## src/rtl/afifo_pkg.sv

```systemverilog
// Shared async-FIFO definitions for the write- and read-domain pointer blocks.
// Pointer types are ADDR_W dependent, so each block declares afifo_ptr_t locally.
package afifo_pkg;

  localparam int AFIFO_MIN_SYNC = 2;

  // The FIFO is full when the write gray pointer equals the read gray pointer
  // with its top two bits inverted. For ADDR_W=1, this inverts both bits.
  function automatic logic [7:0] gray_full_pattern(input logic [7:0]  g,
                                                   input int unsigned addr_w);
    logic [7:0] m;
    m           = '0;
    m[addr_w]   = 1'b1;
    m[addr_w-1] = 1'b1;
    return g ^ m;
  endfunction

endpackage

```

## src/rtl/code_convert_pkg.sv

```systemverilog
// Binary/reflected-gray conversion on a fixed 8-bit width.
// Narrower codes are zero-extended before conversion.
package code_convert_pkg;

  function automatic logic [7:0] bin2grey(input logic [7:0] b);
    return b ^ (b >> 1);
  endfunction

  function automatic logic [7:0] grey2bin(input logic [7:0] g);
    logic [7:0] b;
    b[7] = g[7];
    for (int i = 6; i >= 0; i--) begin
      b[i] = b[i+1] ^ g[i];
    end
    return b;
  endfunction

endpackage

```

## src/rtl/gray_sync_ff.sv

```systemverilog
// Multi-flop synchroniser for a gray-coded bus crossing into the local clock.
// The read-domain pointer block uses the same module.
module gray_sync_ff #(
  parameter int W      = 4,
  parameter int STAGES = 2
) (
  input  logic         clk,
  input  logic         rst,
  input  logic [W-1:0] d,
  output logic [W-1:0] q
);

  logic [W-1:0] stage_q [STAGES];
  logic [W-1:0] stage_d [STAGES];

  always_comb begin
    stage_d[0] = d;
    for (int i = 1; i < STAGES; i++) begin
      stage_d[i] = stage_q[i-1];
    end
  end

  always_ff @(posedge clk or posedge rst) begin
    if (rst) begin
      for (int i = 0; i < STAGES; i++) begin
        stage_q[i] <= '0;
      end
    end else begin
      for (int i = 0; i < STAGES; i++) begin
        stage_q[i] <= stage_d[i];
      end
    end
  end

  assign q = stage_q[STAGES-1];

endmodule

```

## src/rtl/afifo_wr_ptr_full.sv

```systemverilog
// Async FIFO write-domain pointer, RAM write port and pessimistic full flag.
// Optional occupancy estimate on wr_level when AFIFO_WR_LEVEL_EN is defined.
module afifo_wr_ptr_full
  import afifo_pkg::*;
  import code_convert_pkg::*;
#(
  parameter int ADDR_W      = 3,
  parameter int SYNC_STAGES = 2
) (
  input  logic              wclk,
  input  logic              wrst,
  input  logic              wr_en,
  output logic              wr_full,
  output logic              wr_overflow,
  output logic              ram_we,
  output logic [ADDR_W-1:0] ram_waddr,
  output logic [ADDR_W:0]   wr_ptr_gray,
  input  logic [ADDR_W:0]   rd_ptr_gray_async
`ifdef AFIFO_WR_LEVEL_EN
  ,
  output logic [ADDR_W:0]   wr_level
`endif
);

  localparam int PW = ADDR_W + 1;
  typedef logic [PW-1:0] afifo_ptr_t;

  if (SYNC_STAGES < AFIFO_MIN_SYNC) begin : g_bad_sync
    $error("SYNC_STAGES must be at least AFIFO_MIN_SYNC");
  end

  afifo_ptr_t wbin_q, wbin_d;
  afifo_ptr_t wgray_q, wgray_d;
  afifo_ptr_t rq_sync;
  logic       full_q, full_d;
  logic       ovf_q, ovf_d;
  logic       push;
  logic [7:0] wgray8;

  gray_sync_ff #(
    .W      (PW),
    .STAGES (SYNC_STAGES)
  ) u_rq_sync (
    .clk (wclk),
    .rst (wrst),
    .d   (rd_ptr_gray_async),
    .q   (rq_sync)
  );

  // Full is computed from the next pointer, so it is high in the cycle the last push registers.
  always_comb begin
    push    = wr_en & ~full_q;
    wbin_d  = wbin_q + afifo_ptr_t'(push);
    wgray8  = bin2grey(8'(wbin_d));
    wgray_d = afifo_ptr_t'(wgray8);
    full_d  = (wgray8 == gray_full_pattern(8'(rq_sync), ADDR_W));
    ovf_d   = wr_en & full_q;
  end

  always_ff @(posedge wclk or posedge wrst) begin
    if (wrst) begin
      wbin_q  <= '0;
      wgray_q <= '0;
      full_q  <= 1'b0;
      ovf_q   <= 1'b0;
    end else begin
      wbin_q  <= wbin_d;
      wgray_q <= wgray_d;
      full_q  <= full_d;
      ovf_q   <= ovf_d;
    end
  end

  assign ram_we      = push;
  assign ram_waddr   = wbin_q[ADDR_W-1:0];
  assign wr_ptr_gray = wgray_q;
  assign wr_full     = full_q;
  assign wr_overflow = ovf_q;

`ifdef AFIFO_WR_LEVEL_EN
  afifo_ptr_t lvl_q, lvl_d;

  // The synchronised read pointer lags, so the level can overstate occupancy but never understate it.
  always_comb begin
    lvl_d = afifo_ptr_t'(8'(wbin_d) - grey2bin(8'(rq_sync)));
  end

  always_ff @(posedge wclk or posedge wrst) begin
    if (wrst) begin
      lvl_q <= '0;
    end else begin
      lvl_q <= lvl_d;
    end
  end

  assign wr_level = lvl_q;
`endif

endmodule

```

## config.mk

```make
export PLATFORM = sky130hd
export DESIGN_NAME = afifo_wr_ptr_full
export DESIGN_NICKNAME = d
export VERILOG_FILES = /design/src/rtl/afifo_pkg.sv /design/src/rtl/code_convert_pkg.sv /design/src/rtl/gray_sync_ff.sv /design/src/rtl/afifo_wr_ptr_full.sv
export SDC_FILE = /design/constraint.sdc
export NUM_CORES = 1
export LEC_CHECK = 0
export ABC_AREA = 1
export CAP_MARGIN = 5
export CORE_MARGIN = 8
export CORE_UTILIZATION = 49
export DETAILED_ROUTE_END_ITERATION = 10
export GPL_TIMING_DRIVEN = 0
export PLACE_DENSITY_LB_ADDON = 0.12
export SETUP_SLACK_MARGIN = 0.5
export SYNTH_ARGS = -nofsm -noshare
export SYNTH_HDL_FRONTEND = slang
export SYNTH_SLANG_ARGS = --single-unit
export TNS_END_PERCENT = 20
```

## constraint.sdc

```tcl
create_clock -name wclk -period 4.15 [get_ports wclk]
set_clock_uncertainty 0.1 [all_clocks]
set_input_delay 0.83 -clock wclk [delete_from_list [all_inputs] [get_ports wclk]]
set_output_delay 0.83 -clock wclk [all_outputs]
set_load 0.05 [all_outputs]
```

## Yosys cells after proc, flatten, opt, wreduce, memory -nomap -nowiden

Cells that the tools add are included.

- Bits in registers: 18
- Bits of input ports: 7
- Output and inout bits: 10
- Word-level logic and storage cells: 13

- $add $sub $neg: 1
- Eq/ne operators: 1
- Bitwise operators: 5

Operators by type and width:

| cell | number |
|---|---|
| $add A4 B1 Y4 | 1 |
| $eq A4 B4 Y1 | 1 |
| $xor A4 B3 Y4 | 1 |
| $and A1 B1 Y1 | 2 |
| $not A2 Y2 | 1 |
| $not A1 Y1 | 1 |

## Longest topological paths before layout

- Depth after elaboration: 5
- Gate-level depth with buffers: 12
- Depth with buffers taken out: 12

## By module

A second synthesis with hierarchy kept.

- Cells, all modules: 70
- Area, all modules: 689.4 um2

By module, submodules not included:

| module | times used | cells an instance | area an instance (um2) | seq. area each (um2) |
|---|---|---|---|---|
| afifo_wr_ptr_full | 1 | 61 | 485.5 | 225.2 |
| gray_sync_ff | 1 | 9 | 203.9 | 200.2 |

## Least setup slack after synthesis

OpenSTA, ideal clock, no wires.

- Path kind: input to register
- Start: in wr_en
- End: reg full_q, in the netlist wr_full
- Library setup time: 114 ps
- Arrival time: 2625 ps
- Setup slack: 1311 ps
- Cell stages on the path: 10
- Path buffers: 0
- Cell sequence: inv_1 -> nor2_1 -> ha_1 -> ha_1 -> xor2_1 -> inv_1 -> nand2_1 -> nand2_1 -> nand3_1 -> nor2_1

- Longest elaborated chain between the ends: 4

Ends and longest elaborated chain:

| element | line | text |
|---|---|---|
| start: declaration | afifo_wr_ptr_full.sv:12 | `input logic wr_en,` |
| $and A1 B1 Y1 | afifo_wr_ptr_full.sv:52 | `push = wr_en & ~full_q;` |
| net ram_we | afifo_wr_ptr_full.sv:15 | `output logic ram_we,` |
| $add A4 B1 Y4 | afifo_wr_ptr_full.sv:53 | `wbin_d = wbin_q + afifo_ptr_t'(push);` |
| net wbin_d[1] | afifo_wr_ptr_full.sv:32 | `afifo_ptr_t wbin_q, wbin_d;` |
| $xor A4 B3 Y4 | code_convert_pkg.sv:6 | `return b ^ (b >> 1);` |
| net wgray8[0] | afifo_wr_ptr_full.sv:38 | `logic [7:0] wgray8;` |
| $eq A4 B4 Y1 | afifo_wr_ptr_full.sv:56 | `full_d = (wgray8 == gray_full_pattern(8'(rq_sync), ADDR_W));` |
| net full_d | afifo_wr_ptr_full.sv:35 | `logic full_q, full_d;` |
| end signal: assignment | afifo_wr_ptr_full.sv:69 | `full_q <= full_d;` |
| end: declaration | afifo_wr_ptr_full.sv:35 |  |

The timed path passes the listed nets, and every way through them passes these cells.

## Worst setup path in the final report

- Start: in wr_en
- End: out ram_we

- Longest elaborated chain between the ends: 1

Ends and longest elaborated chain:

| element | line |
|---|---|
| $and A1 B1 Y1 | afifo_wr_ptr_full.sv:52 |
| end: declaration | afifo_wr_ptr_full.sv:15 |

Every way passes these cells.

==> results.cfg <==
[yosys]
netlist_area_um2 = 683
ys_top_cells_by_area = dfrtp_1, nand2_1, inv_1
netlist.top_cell.by_area = dfrtp_1
synth.distinct_cells = 11
synth-seq-cells = 17
syn_nets = 77
synth_edf_count = 0
synth_top_area_share_pct = 62.3
postSynthCellCount = 68
yosysMostFrequentCell = dfrtp_1
ys_seq_area_share_pct = 62.3
async_flop_share_pct = 100
synthTopCellsByCount = dfrtp_1, nand2_1, inv_1
synthFlopType = dfrtp_1
syn_area_per_cell_um2 = 10.0
yosysWarnings = 0

[detailed_routing]
drt_iter0_markers = 2
drc_errors = 0
antenna_left = 0
wl_per_cell_um = 11.6
drt-total-wl_um = 1190
viasPerCell = 4.92
via_count = 507
firstDrtPassIters = 4

[layout]
fillerInstances = 101
antenna_cells = 0
fin_area_um2 = 890
syn_to_final_growth_pct = 30.2
register_area_um2 = 425
multi_input_area_um2 = 213
fin_nets = 98
drive_above_1_share_pct = 12.5

[placed_design]
detailedPlace.worstSlack_ns = 0.876
dpl.hpwl_um = 975
numPortBuffers = 16
placed_area_um2 = 862
place_congestion = 0.706

[timing]
drv_slew = 0
slew_headroom_pct = 58.8
worstMarginPinSlew_ns = 0.617
final-hold-violation-count = 0
setup_tns_ns = 0
rsz0062_at_grt = no
fin_ws_ns = 0.890
period_minus_slack_ns = 3.26
min_period_over_period_pct = 78.6
setup_violations = 0
max_freq_mhz = 307

[critical_path]
required_ns = 3.22
critPathArrivalTime_ns = 2.33
crit_type = input pin to output port
end_kind = output port
startpoint_type = input pin
path_max_fanout = 2

[global_routing]
antenna_found_initial = 0
first_global_vias = 485
track_usage_pct = 9.38
grt_max_degree = 18
grt_overflow = 0
grt_pass1_wl_um = 1930

[min_path]
hp-class = register to register

[cts]
cts_resized = 0
cts_buffers = 3
cts.path.max_buffers = 2
cts.sinks = 17
cts-root-buf = clkbuf_4
clkTransAtPathRegs_ns = 0.09
h-tree-depth = 1
cts_hold_buffers = 0
clock_latency_ns = 0.29
cts_tree = built
postCtsSetupBuffers = 0

[job]
maxCapViolations = 0

[die]
dieWidth_um = 53.3
design.core.area_um2 = 1300
ios = 17
die_area_um2 = 2850
start_util_pct = 52.5
die_h_um = 53.3
core.rowCount = 13

[outcome]
status = completed
[registers in the layout, indices dropped and copies added, names as in the netlist]
signal             count
wr_overflow            1
u_rq_sync.q            4
wbin_q                 4
wr_ptr_gray            3
wr_full                1
u_rq_sync.stage_d      4
[path summary, 6_finish.rpt]
| check | start | end | slack (ns) | depth (start not counted) |
|---|---|---|---|---|
| worst max-delay path | wr_en | ram_we | 0.89 | 4 |
| worst min-delay path | u_rq_sync.stage_d[3] | u_rq_sync.q[3] | 0.25 | 0 |
| worst max register to register | wr_full | wr_full | 2.25 | 9 |
| worst min register to register | u_rq_sync.stage_d[3] | u_rq_sync.q[3] | 0.25 | 0 |
| max in group asynchronous | wrst | wbin_q[2] | 2.74 | 2 |
| min in group asynchronous | wrst | wr_ptr_gray[0] | 0.81 | 2 |
[layout make-up]
| class | instances | share of cell area, % |
|---|---|---|
| Multi-Input combinational cell | 39 | 23.9 |
| Tap cell | 15 | 2.11 |
| Sequential cell | 17 | 47.8 |
| Clock inverter | 1 | 0.563 |
| Clock buffer | 3 | 2.53 |
| Inverter | 12 | 5.06 |
| Timing Repair Buffer | 16 | 18.0 |
[worst max-delay path, stage by stage]
cell,delay (ns)
clkdlybuf4s50_1,0.47
inv_1,0.04
nor2_1,0.15
clkdlybuf4s50_1,0.84
[kinds of logic after synthesis]
family	Yosys count	share of synthesized area [%]
xor gates and xnor gates	1	1.28
adders and majority gates	2	3.66
buffers and inverters	12	6.59
DFF	17	62.3
and+or+nand+nor	36	26.2
[layer usage]
layer / share of wire [%] / GRT usage (%) / up-vias
met5: 0 / 0 / -
met4: 1.8 / 5.04 / 0
met3: 8.6 / 4.20 / 5
met2: 49 / 15.4 / 17
met1: 41 / 9.75 / 235
li1: - / - / 250
[layout by cell type (no fill, tap or decap)]
cell,count
clkdlybuf4s50_1,16
nand3_2,2
clkbuf_4,3
xor2_1,1
nand2_1,16
nand3_1,8
inv_1,12
nor2_1,2
ha_1,2
nand4_1,2
nand3b_1,1
clkinv_2,1
dfrtp_1,17
nand2_2,5
[metrics by stage]
stage / instances / hold slack (ns) / utilization [%]
after CTS: 103 / 0.258 / 68.4
after detailed placement: 99 / 0.237 / 66.3
after global routing: 103 / 0.265 / 68.4
after floorplan: 68 / 0.231 / -
final: 103 / 0.255 / 68.4
after global placement: 99 / 0.232 / 66.3
Power is not shown: default switching activity piles up to over one toggle a cycle in this logic, so the estimate is an artifact.
